`src/rtl/muldiv_if.sv`:
```
// rtl/muldiv_if.sv - issue/result bundle between the pipeline and the muldiv sequencer
interface muldiv_if #(
  parameter int WIDTH = 32
);
  logic             start;
  logic [5:0]       funct;
  logic [WIDTH-1:0] srca;
  logic [WIDTH-1:0] srcb;
  logic             cancel;
  logic             busy;
  logic             done;
  logic [WIDTH-1:0] hi;
  logic [WIDTH-1:0] lo;

  modport master (
    output start, funct, srca, srcb, cancel,
    input  busy, done, hi, lo
  );

  modport slave (
    input  start, funct, srca, srcb, cancel,
    output busy, done, hi, lo
  );
endinterface

```
`src/rtl/muldiv.sv`:
```
// rtl/muldiv.sv - iterative shift-add multiply / restoring divide with HI/LO registers
module muldiv #(
  parameter int WIDTH = 32
) (
  input  logic    clk,
  input  logic    reset,
  muldiv_if.slave bus
);
  localparam int CW = $clog2(WIDTH);
  localparam logic [CW-1:0] LAST = CW'(WIDTH - 1);

  localparam logic [1:0] S_IDLE = 2'd0;
  localparam logic [1:0] S_MUL  = 2'd1;
  localparam logic [1:0] S_DIV  = 2'd2;
  localparam logic [1:0] S_FIX  = 2'd3;

  localparam logic [5:0] F_MULT  = 6'b011000;
  localparam logic [5:0] F_MULTU = 6'b011001;
  localparam logic [5:0] F_DIV   = 6'b011010;
  localparam logic [5:0] F_DIVU  = 6'b011011;
  localparam logic [5:0] F_MTHI  = 6'b010001;
  localparam logic [5:0] F_MTLO  = 6'b010011;

  logic [1:0]         r_state;
  logic [CW-1:0]      r_count;
  logic [WIDTH-1:0]   r_opa;
  logic [2*WIDTH-1:0] r_acc;
  logic               r_neg_q;
  logic               r_neg_r;
  logic               r_is_div;
  logic               r_done;
  logic [WIDTH-1:0]   r_hi;
  logic [WIDTH-1:0]   r_lo;

  logic               w_is_mul;
  logic               w_is_div;
  logic               w_signed;
  logic               w_neg_a;
  logic               w_neg_b;
  logic               w_div0;
  logic [WIDTH-1:0]   w_mag_a;
  logic [WIDTH-1:0]   w_mag_b;
  logic [WIDTH:0]     w_add;
  logic [WIDTH:0]     w_rem_sh;
  logic [WIDTH:0]     w_diff;
  logic [2*WIDTH-1:0] w_prod;
  logic [WIDTH-1:0]   w_quo;
  logic [WIDTH-1:0]   w_rem;

  assign w_is_mul = (bus.funct == F_MULT) || (bus.funct == F_MULTU);
  assign w_is_div = (bus.funct == F_DIV)  || (bus.funct == F_DIVU);
  assign w_signed = (bus.funct == F_MULT) || (bus.funct == F_DIV);
  assign w_neg_a  = w_signed & bus.srca[WIDTH-1];
  assign w_neg_b  = w_signed & bus.srcb[WIDTH-1];
  assign w_div0   = (bus.srcb == '0);
  assign w_mag_a  = w_neg_a ? -bus.srca : bus.srca;
  assign w_mag_b  = w_neg_b ? -bus.srcb : bus.srcb;

  // Multiply: acc = {partial product, remaining multiplier bits}, shifted right each step.
  assign w_add    = {1'b0, r_acc[2*WIDTH-1:WIDTH]} + ({(WIDTH+1){r_acc[0]}} & {1'b0, r_opa});
  // Divide: acc = {remainder, dividend/quotient bits}, shifted left each step.
  assign w_rem_sh = r_acc[2*WIDTH-1:WIDTH-1];
  assign w_diff   = w_rem_sh - {1'b0, r_opa};

  assign w_prod   = r_neg_q ? -r_acc : r_acc;
  assign w_quo    = r_neg_q ? -r_acc[WIDTH-1:0] : r_acc[WIDTH-1:0];
  assign w_rem    = r_neg_r ? -r_acc[2*WIDTH-1:WIDTH] : r_acc[2*WIDTH-1:WIDTH];

  assign bus.busy = (r_state != S_IDLE);
  assign bus.done = r_done;
  assign bus.hi   = r_hi;
  assign bus.lo   = r_lo;

  always_ff @(posedge clk or negedge reset) begin
    if (!reset) begin
      r_state  <= S_IDLE;
      r_count  <= '0;
      r_opa    <= '0;
      r_acc    <= '0;
      r_neg_q  <= 1'b0;
      r_neg_r  <= 1'b0;
      r_is_div <= 1'b0;
      r_done   <= 1'b0;
      r_hi     <= '0;
      r_lo     <= '0;
    end else begin
      r_done <= 1'b0;
      case (r_state)
        S_IDLE: begin
          if (bus.start && !bus.cancel) begin
            if (bus.funct == F_MTHI) begin
              r_hi <= bus.srca;
            end else if (bus.funct == F_MTLO) begin
              r_lo <= bus.srca;
            end else if (w_is_mul) begin
              r_opa    <= w_mag_a;
              r_acc    <= {{WIDTH{1'b0}}, w_mag_b};
              r_neg_q  <= w_neg_a ^ w_neg_b;
              r_neg_r  <= 1'b0;
              r_is_div <= 1'b0;
              r_count  <= '0;
              r_state  <= S_MUL;
            end else if (w_is_div) begin
              // Divide by zero keeps the raw dividend so it lands in HI untouched.
              r_opa    <= w_mag_b;
              r_acc    <= {{WIDTH{1'b0}}, (w_div0 ? bus.srca : w_mag_a)};
              r_neg_q  <= ~w_div0 & (w_neg_a ^ w_neg_b);
              r_neg_r  <= ~w_div0 & w_neg_a;
              r_is_div <= 1'b1;
              r_count  <= '0;
              r_state  <= S_DIV;
            end
          end
        end
        S_MUL: begin
          if (bus.cancel) begin
            r_state <= S_IDLE;
          end else begin
            r_acc   <= {w_add, r_acc[WIDTH-1:1]};
            r_count <= r_count + CW'(1);
            if (r_count == LAST) r_state <= S_FIX;
          end
        end
        S_DIV: begin
          if (bus.cancel) begin
            r_state <= S_IDLE;
          end else begin
            if (w_diff[WIDTH]) r_acc <= {w_rem_sh[WIDTH-1:0], r_acc[WIDTH-2:0], 1'b0};
            else               r_acc <= {w_diff[WIDTH-1:0], r_acc[WIDTH-2:0], 1'b1};
            r_count <= r_count + CW'(1);
            if (r_count == LAST) r_state <= S_FIX;
          end
        end
        S_FIX: begin
          if (!bus.cancel) begin
            if (r_is_div) begin
              r_hi <= w_rem;
              r_lo <= w_quo;
            end else begin
              r_hi <= w_prod[2*WIDTH-1:WIDTH];
              r_lo <= w_prod[WIDTH-1:0];
            end
            r_done <= 1'b1;
          end
          r_state <= S_IDLE;
        end
        default: r_state <= S_IDLE;
      endcase
    end
  end
endmodule

```
`src/flat_wrapper.sv`:
```
// flat-port wrapper written by rule: the top's interface ports become plain ports
module muldiv_flat 
#(
  parameter int WIDTH = 32
)
  (clk, reset, bus_start, bus_funct, bus_srca, bus_srcb, bus_cancel, bus_busy, bus_done, bus_hi, bus_lo);
  muldiv_if #(.WIDTH(WIDTH)) bus_i ();
  input  logic clk;
  input  logic reset;
  input wire logic [$bits(bus_i.start)-1:0] bus_start;
  input wire logic [$bits(bus_i.funct)-1:0] bus_funct;
  input wire logic [$bits(bus_i.srca)-1:0] bus_srca;
  input wire logic [$bits(bus_i.srcb)-1:0] bus_srcb;
  input wire logic [$bits(bus_i.cancel)-1:0] bus_cancel;
  output wire logic [$bits(bus_i.busy)-1:0] bus_busy;
  output wire logic [$bits(bus_i.done)-1:0] bus_done;
  output wire logic [$bits(bus_i.hi)-1:0] bus_hi;
  output wire logic [$bits(bus_i.lo)-1:0] bus_lo;
  assign bus_i.start = bus_start;
  assign bus_i.funct = bus_funct;
  assign bus_i.srca = bus_srca;
  assign bus_i.srcb = bus_srcb;
  assign bus_i.cancel = bus_cancel;
  assign bus_busy = bus_i.busy;
  assign bus_done = bus_i.done;
  assign bus_hi = bus_i.hi;
  assign bus_lo = bus_i.lo;
  muldiv #(.WIDTH(WIDTH)) u_core (.clk(clk), .reset(reset), .bus(bus_i));
endmodule
```
`config.mk`:
```
export PLATFORM = sky130hd
export DESIGN_NAME = muldiv_flat
export DESIGN_NICKNAME = d
export VERILOG_FILES = /design/src/rtl/muldiv_if.sv /design/src/rtl/muldiv.sv /design/src/flat_wrapper.sv
export SDC_FILE = /design/constraint.sdc
export NUM_CORES = 1
export LEC_CHECK = 0
export ABC_AREA = 1
export BUFFER_PORTS_ARGS = -buffer_cell sky130_fd_sc_hd__clkbuf_2
export CAP_MARGIN = 20
export CORE_MARGIN = 5
export CORE_UTILIZATION = 55
export DETAILED_ROUTE_END_ITERATION = 8
export GPL_TIMING_DRIVEN = 0
export PLACE_DENSITY = 0.74
export SLEW_MARGIN = 10
export SYNTH_ARGS = -nofsm -noshare
export SYNTH_HDL_FRONTEND = slang
export SYNTH_SLANG_ARGS = --single-unit
```
`constraint.sdc`:
```
create_clock -name clk -period 3.2 [get_ports clk]
set_clock_uncertainty 0.1 [all_clocks]
set_input_delay 0.48 -clock clk [delete_from_list [all_inputs] [get_ports clk]]
set_output_delay 0.48 -clock clk [all_outputs]
set_load 0.02 [all_outputs]
```
# Yosys cells after proc, flatten, opt, wreduce, memory -nomap -nowiden

Cells that the tools add are included.

Reduce and logical (&&, ||, !) cells: 19
Bitwise operators: 9
Add/sub/neg operators: 8
Multiplexer cells: 51
Equality and inequality tests: 21

Operators with widths:

| kind                | number |
|---|---|
| $mux 64             | 9 |
| $mux 32             | 16 |
| $pmux 64 s3         | 1 |
| $neg 32->32         | 4 |
| $pmux 32 s2         | 2 |
| $neg 64->64         | 1 |
| $eq 6x5->1 const B  | 6 |
| $add 32x33->33      | 1 |
| $and 33x32->33      | 1 |
| $sub 33x32->33      | 1 |
| $logic_not 32->1    | 1 |
| $mux 5              | 6 |
| $reduce_and 5->1    | 3 |
| $mux 2              | 7 |
| $ne 2x2->1 const B  | 6 |
| $pmux 5 s2          | 1 |
| $mux 1              | 8 |
| $reduce_bool 2->1   | 4 |
| $reduce_and 7->1    | 1 |
| $ne 2x1->1 const B  | 3 |
| $ne 3x1->1 const B  | 2 |
| $pmux 2 s3          | 1 |
| $reduce_and 6->1    | 1 |
| $add 5x1->5 const B | 1 |
| 13 further kinds    | 21 |

Output and inout port bits: 66
Bits of input ports: 74
Flip-flop bits (word level): 171
Word-level logic and storage cells: 118

# Longest topological paths before layout

Word-level depth: 11
Mapped depth: 20
Mapped depth without buffers: 19

# Least setup slack after synthesis

OpenSTA, ideal clock, no wires.

Kind: register -> register
From: register u_core.r_acc[0]
To: register u_core.r_acc[47]
Setup time: 0.117 ns
Path slack: 0.607 ns
Required time: 2.983 ns
Arrival: 2.376 ns
Stages on the path, launching flop included: 20
Clock period less this slack: 2.593 ns
Path buffers: 2
Cell sequence: dfrtp_1 buf_2 clkbuf_1 nand2_1 inv_1 ha_1 inv_1 fa_1 o21ai_1 nand2_1 nand2b_1 nand2_1 nand2_1 nand2_1 nand2_1 nand2_1 nand3_1 nand2_1 nand2_1 nand2_1

Longest elaborated chain between the ends: 4

RTL lines:

| item                   | RTL line      | source |
|---|---|---|
| from (decl)            | muldiv.sv:27  | `logic [2*WIDTH-1:0] r_acc;` |
| from (signal assigned) | muldiv.sv:97  | `r_acc <= {{WIDTH{1'b0}}, w_mag_b};` |
| from (signal assigned) | muldiv.sv:106 | `r_acc <= {{WIDTH{1'b0}}, (w_div0 ? bus.srca : w_mag_a)};` |
| from (signal assigned) | muldiv.sv:119 | `r_acc <= {w_add, r_acc[WIDTH-1:1]};` |
| $and 33x32->33         | muldiv.sv:60  | `assign w_add = {1'b0, r_acc[2*WIDTH-1:WIDTH]} + ({(WIDTH+1){r_acc[0]}} & {1'b0, r_opa});` |
| $add 32x33->33         | muldiv.sv:60  |  |
| $mux 64                | muldiv.sv:116 | `if (bus.cancel) begin` |
| $pmux 64 s3            | muldiv.sv:88  | `case (r_state)` |

No other way between the ends. The select of a mux whose other input is x is not followed.
A chain may end at the register's enable or synchronous reset.

# Worst setup path in the final report

From: register u_core.r_acc[0]
To: register u_core.r_acc[63]

Same word-level chain as after synthesis.

==> impl_metrics.ini <==
[finish]
final_cell_area_mm2 = 0.0212
fin_cells = 3933
utilization = 0.613
syn_to_final_growth_pct = 10.3
nFillCells = 3568
drive_above_1_share = 0.105
finalNetCount = 3613

[sta]
fin_crit_ns = 3.03
worst_pin_slew_ns = 1.04
slew_headroom = 0.298
rsz0062_at_grt = false
fin_ws_ns = 0.168
whs_ns = 0.166
fin_tns_setup_ns = 0
period_share = 0.947
drv_slew = 0
hold_viol_final = 0
max_clock_freq_ghz = 0.330
setup_viol = 0

[synthesis]
synth.mux.area_fraction = 0
syn_avg_cell_area_um2 = 5.82
synth_top_area_cell = dfrtp_1
synth.area.top_cells = dfrtp_1, nand2_1, nand3_1, inv_1, nor2_1
synth_area_mm2 = 0.0192
synth-edff-count = 0
synth.net_count = 3452
synthCells = 3302
synth_adder_area_share = 0.0503
synth_compound_area_frac = 0.135
synth_top_family_by_area = simple AND/OR/NAND/NOR gates
synth_top_area_frac = 0.223
synthXorXnorAreaFrac = 0.0301
yosys.area_share.simple = 0.452
ys_ff_latch = 171
synth_seq_area_share = 0.223
yosys_warnings = 0
synth_cell_types = 61
synth_flop_cell = dfrtp_1
async_flop_share = 1.00

[place]
preCtsSetupSlack_ns = -0.390
dpl.hpwl_um = 72400
placed_cell_area_mm2 = 0.0205
gp_congestion = 1.16
io_buffers = 139
place_inst = 3897

[die]
io_pins = 140
start_util = 0.556
die_h_um = 197
die_w_um = 197
placement_rows = 68
core_mm2 = 0.0345
fp.dieArea_mm2 = 0.0388

[detailed_routing]
drt-initial-drc-count = 3209
vias = 24000
vias_per_cell = 6.09
avgRoutedWirePerCell_um = 22.4
ant_nets = 0
wl_um = 88000
drtPass1Iterations = 8
drc = 0

[global_route]
grt_pass1_wl_um = 132000
gr-total-overflow = 0
grt_usage = 0.445
grt_max_degree = 94
first_global_vias = 22700
antenna_found_initial = 1

[cts]
cts.htree.levels = 4
cts_root_buffer = clkbuf_16
clock_path_buffers = 2
clkSlewWorstSetupHoldPaths_ns = 0.08
cts_tree = done
clock-sinks = 171
clk_latency_ns = 0.46
cts_buffers = 17

[critical_path]
worstSetupEndpointType = flop
path_cells = buf_4 > buf_6 > nand2_1 > inv_1 > ha_2 > inv_1 > fa_2 > o21ai_4 > nand2_1 > nand2b_4 > nand2_1 > nand2_1 > nand2_1 > nand2_1 > nand2_1 > nand2_1 > nand2_1 > nand2_2 > nand2_1 > nand2_1
crit_slowest_cell = fa_2
required_ns = 3.49
cp_common_cell = nand2_1
cp_slowest_stage_delay_ns = 0.38
crit_path_max_fanout = 10
cp-start-kind = flop
worstPathArrival_ns = 3.33
path_class = flop to flop

[flow_run]
drv_cap = 0

[worst_hold_path]
hold_class = input port to flop

[pwr]
vdd_drop_max_mv = 0.954
leakagePower_nw = 11.4
powerDensity_mw_per_mm2 = 1120
power_mw = 23.6

[run_status]
status = finished clean
## critical path: cells and delay by family, from the launching register on
family          cells  cell delay [ns]
compound gates      1             0.20
fa+ha+maj           2             0.60
buf+inv             4             0.52
flops               1             0.34
simple gates       13             1.21
## synthesized netlist by cell type, types with 3 or more instances
| cell type | n |
|---|---|
| a21boi_1 | 15 |
| a21o_1 | 5 |
| a21oi_1 | 122 |
| a221oi_1 | 12 |
| a22oi_1 | 10 |
| a2bb2oi_1 | 13 |
| a31oi_1 | 15 |
| and2_1 | 5 |
| buf_1 | 9 |
| buf_2 | 28 |
| buf_4 | 10 |
| clkbuf_1 | 51 |
| dfrtp_1 | 171 |
| ha_1 | 74 |
| inv_1 | 401 |
| inv_2 | 16 |
| nand2_1 | 1127 |
| nand2_2 | 33 |
| nand2_4 | 4 |
| nand3_1 | 301 |
| nand3_2 | 11 |
| nand3b_1 | 21 |
| nand4_1 | 46 |
| nor2_1 | 385 |
| nor2_2 | 18 |
| nor2_4 | 6 |
| nor3_1 | 27 |
| nor4_1 | 3 |
| o211ai_1 | 13 |
| o21a_1 | 8 |
| o21ai_0 | 147 |
| o21ai_1 | 14 |
| o21ai_2 | 3 |
| o21bai_1 | 13 |
| o221ai_1 | 19 |
| o22ai_1 | 16 |
| o31ai_1 | 4 |
| or2_2 | 35 |
| xnor2_1 | 14 |
| xor2_1 | 52 |
## flip-flops by register name, summed over array words and instances, names as in the netlist
name / cells
u_core.bus.done: 1
u_core.bus.hi: 32
u_core.bus.lo: 32
u_core.r_acc: 64
u_core.r_count: 5
u_core.r_is_div: 1
u_core.r_neg_q: 1
u_core.r_neg_r: 1
u_core.r_opa: 32
u_core.r_state: 2
## kinds of logic after synthesis
group / after synthesis
buffers and inverters: 523
adders and majority gates: 76
xor gates and xnor gates: 66
DFF: 171
AOI/OAI and AO/OA: 434
and+or+nand+nor: 2032
## worst paths after layout
check | start | endpoint | slack, ns | depth (start not counted)
worst max-delay path | u_core.r_acc[0] | u_core.r_acc[63] | 0.17 | 20
worst min-delay path | bus_cancel | u_core.bus.done | 0.17 | 2
worst max register to register | u_core.r_acc[0] | u_core.r_acc[63] | 0.17 | 20
worst min register to register | u_core.bus.hi[11] | u_core.bus.hi[11] | 0.39 | 2
max in group asynchronous | reset | u_core.r_acc[3] | 1.56 | 3
min in group asynchronous | reset | u_core.r_opa[30] | 0.50 | 2
## timing repair
item | 4_1_cts | 5_1_grt
gates resized for setup | 5 | 18
setup endpoints to repair | 11 | 17
hold endpoints to repair | 1 | 0
pin swaps | 0 | 1
hold buffers | 1 | 0
setup buffers | 0 | 1
## metal layers
metal  vias to the layer above  share of wire  track usage
met5                         -              0            0
met4                         0          0.084        0.296
met3                       360           0.13        0.117
met2                      1628           0.42        0.669
met1                     11000           0.37        0.564
li1                      10900              -            -
## cells in the final DEF (no fill, tap or decap), types with 18 or more instances in the layout
cell and n:
nand2_1 1126, inv_1 399, nor2_1 385, nand3_1 301
dfrtp_1 171, o21ai_0 145, clkbuf_2 139, a21oi_1 121
ha_1 72, xor2_1 52, clkbuf_1 48, nand4_1 46
or2_2 35, nand2_2 34, buf_2 28, nor3_1 27
nand3b_1 21, o221ai_1 19, inv_2 18, nor2_2 18
## power breakdown
group	switching (mW)	internal, mW	leakage (nW)
registers	1.10	3.10	2.07
clock network	1.15	1.06	0.293
logic	12.0	5.20	9.02
## layout make-up
class                           instances  area (µm²)  area share
Antenna cell                            2        5.00    0.000236
Buffer                                105         551      0.0260
Clock buffer                           17         425      0.0201
Clock inverter                         15         173     0.00815
Inverter                              418        1570      0.0741
Multi-Input combinational cell       2608       12900       0.607
Sequential cell                       171        4280       0.202
Tap cell                              455         569      0.0269
Timing Repair Buffer                  142         749      0.0354
No activity file was read; power rests on OpenSTA's default activity.
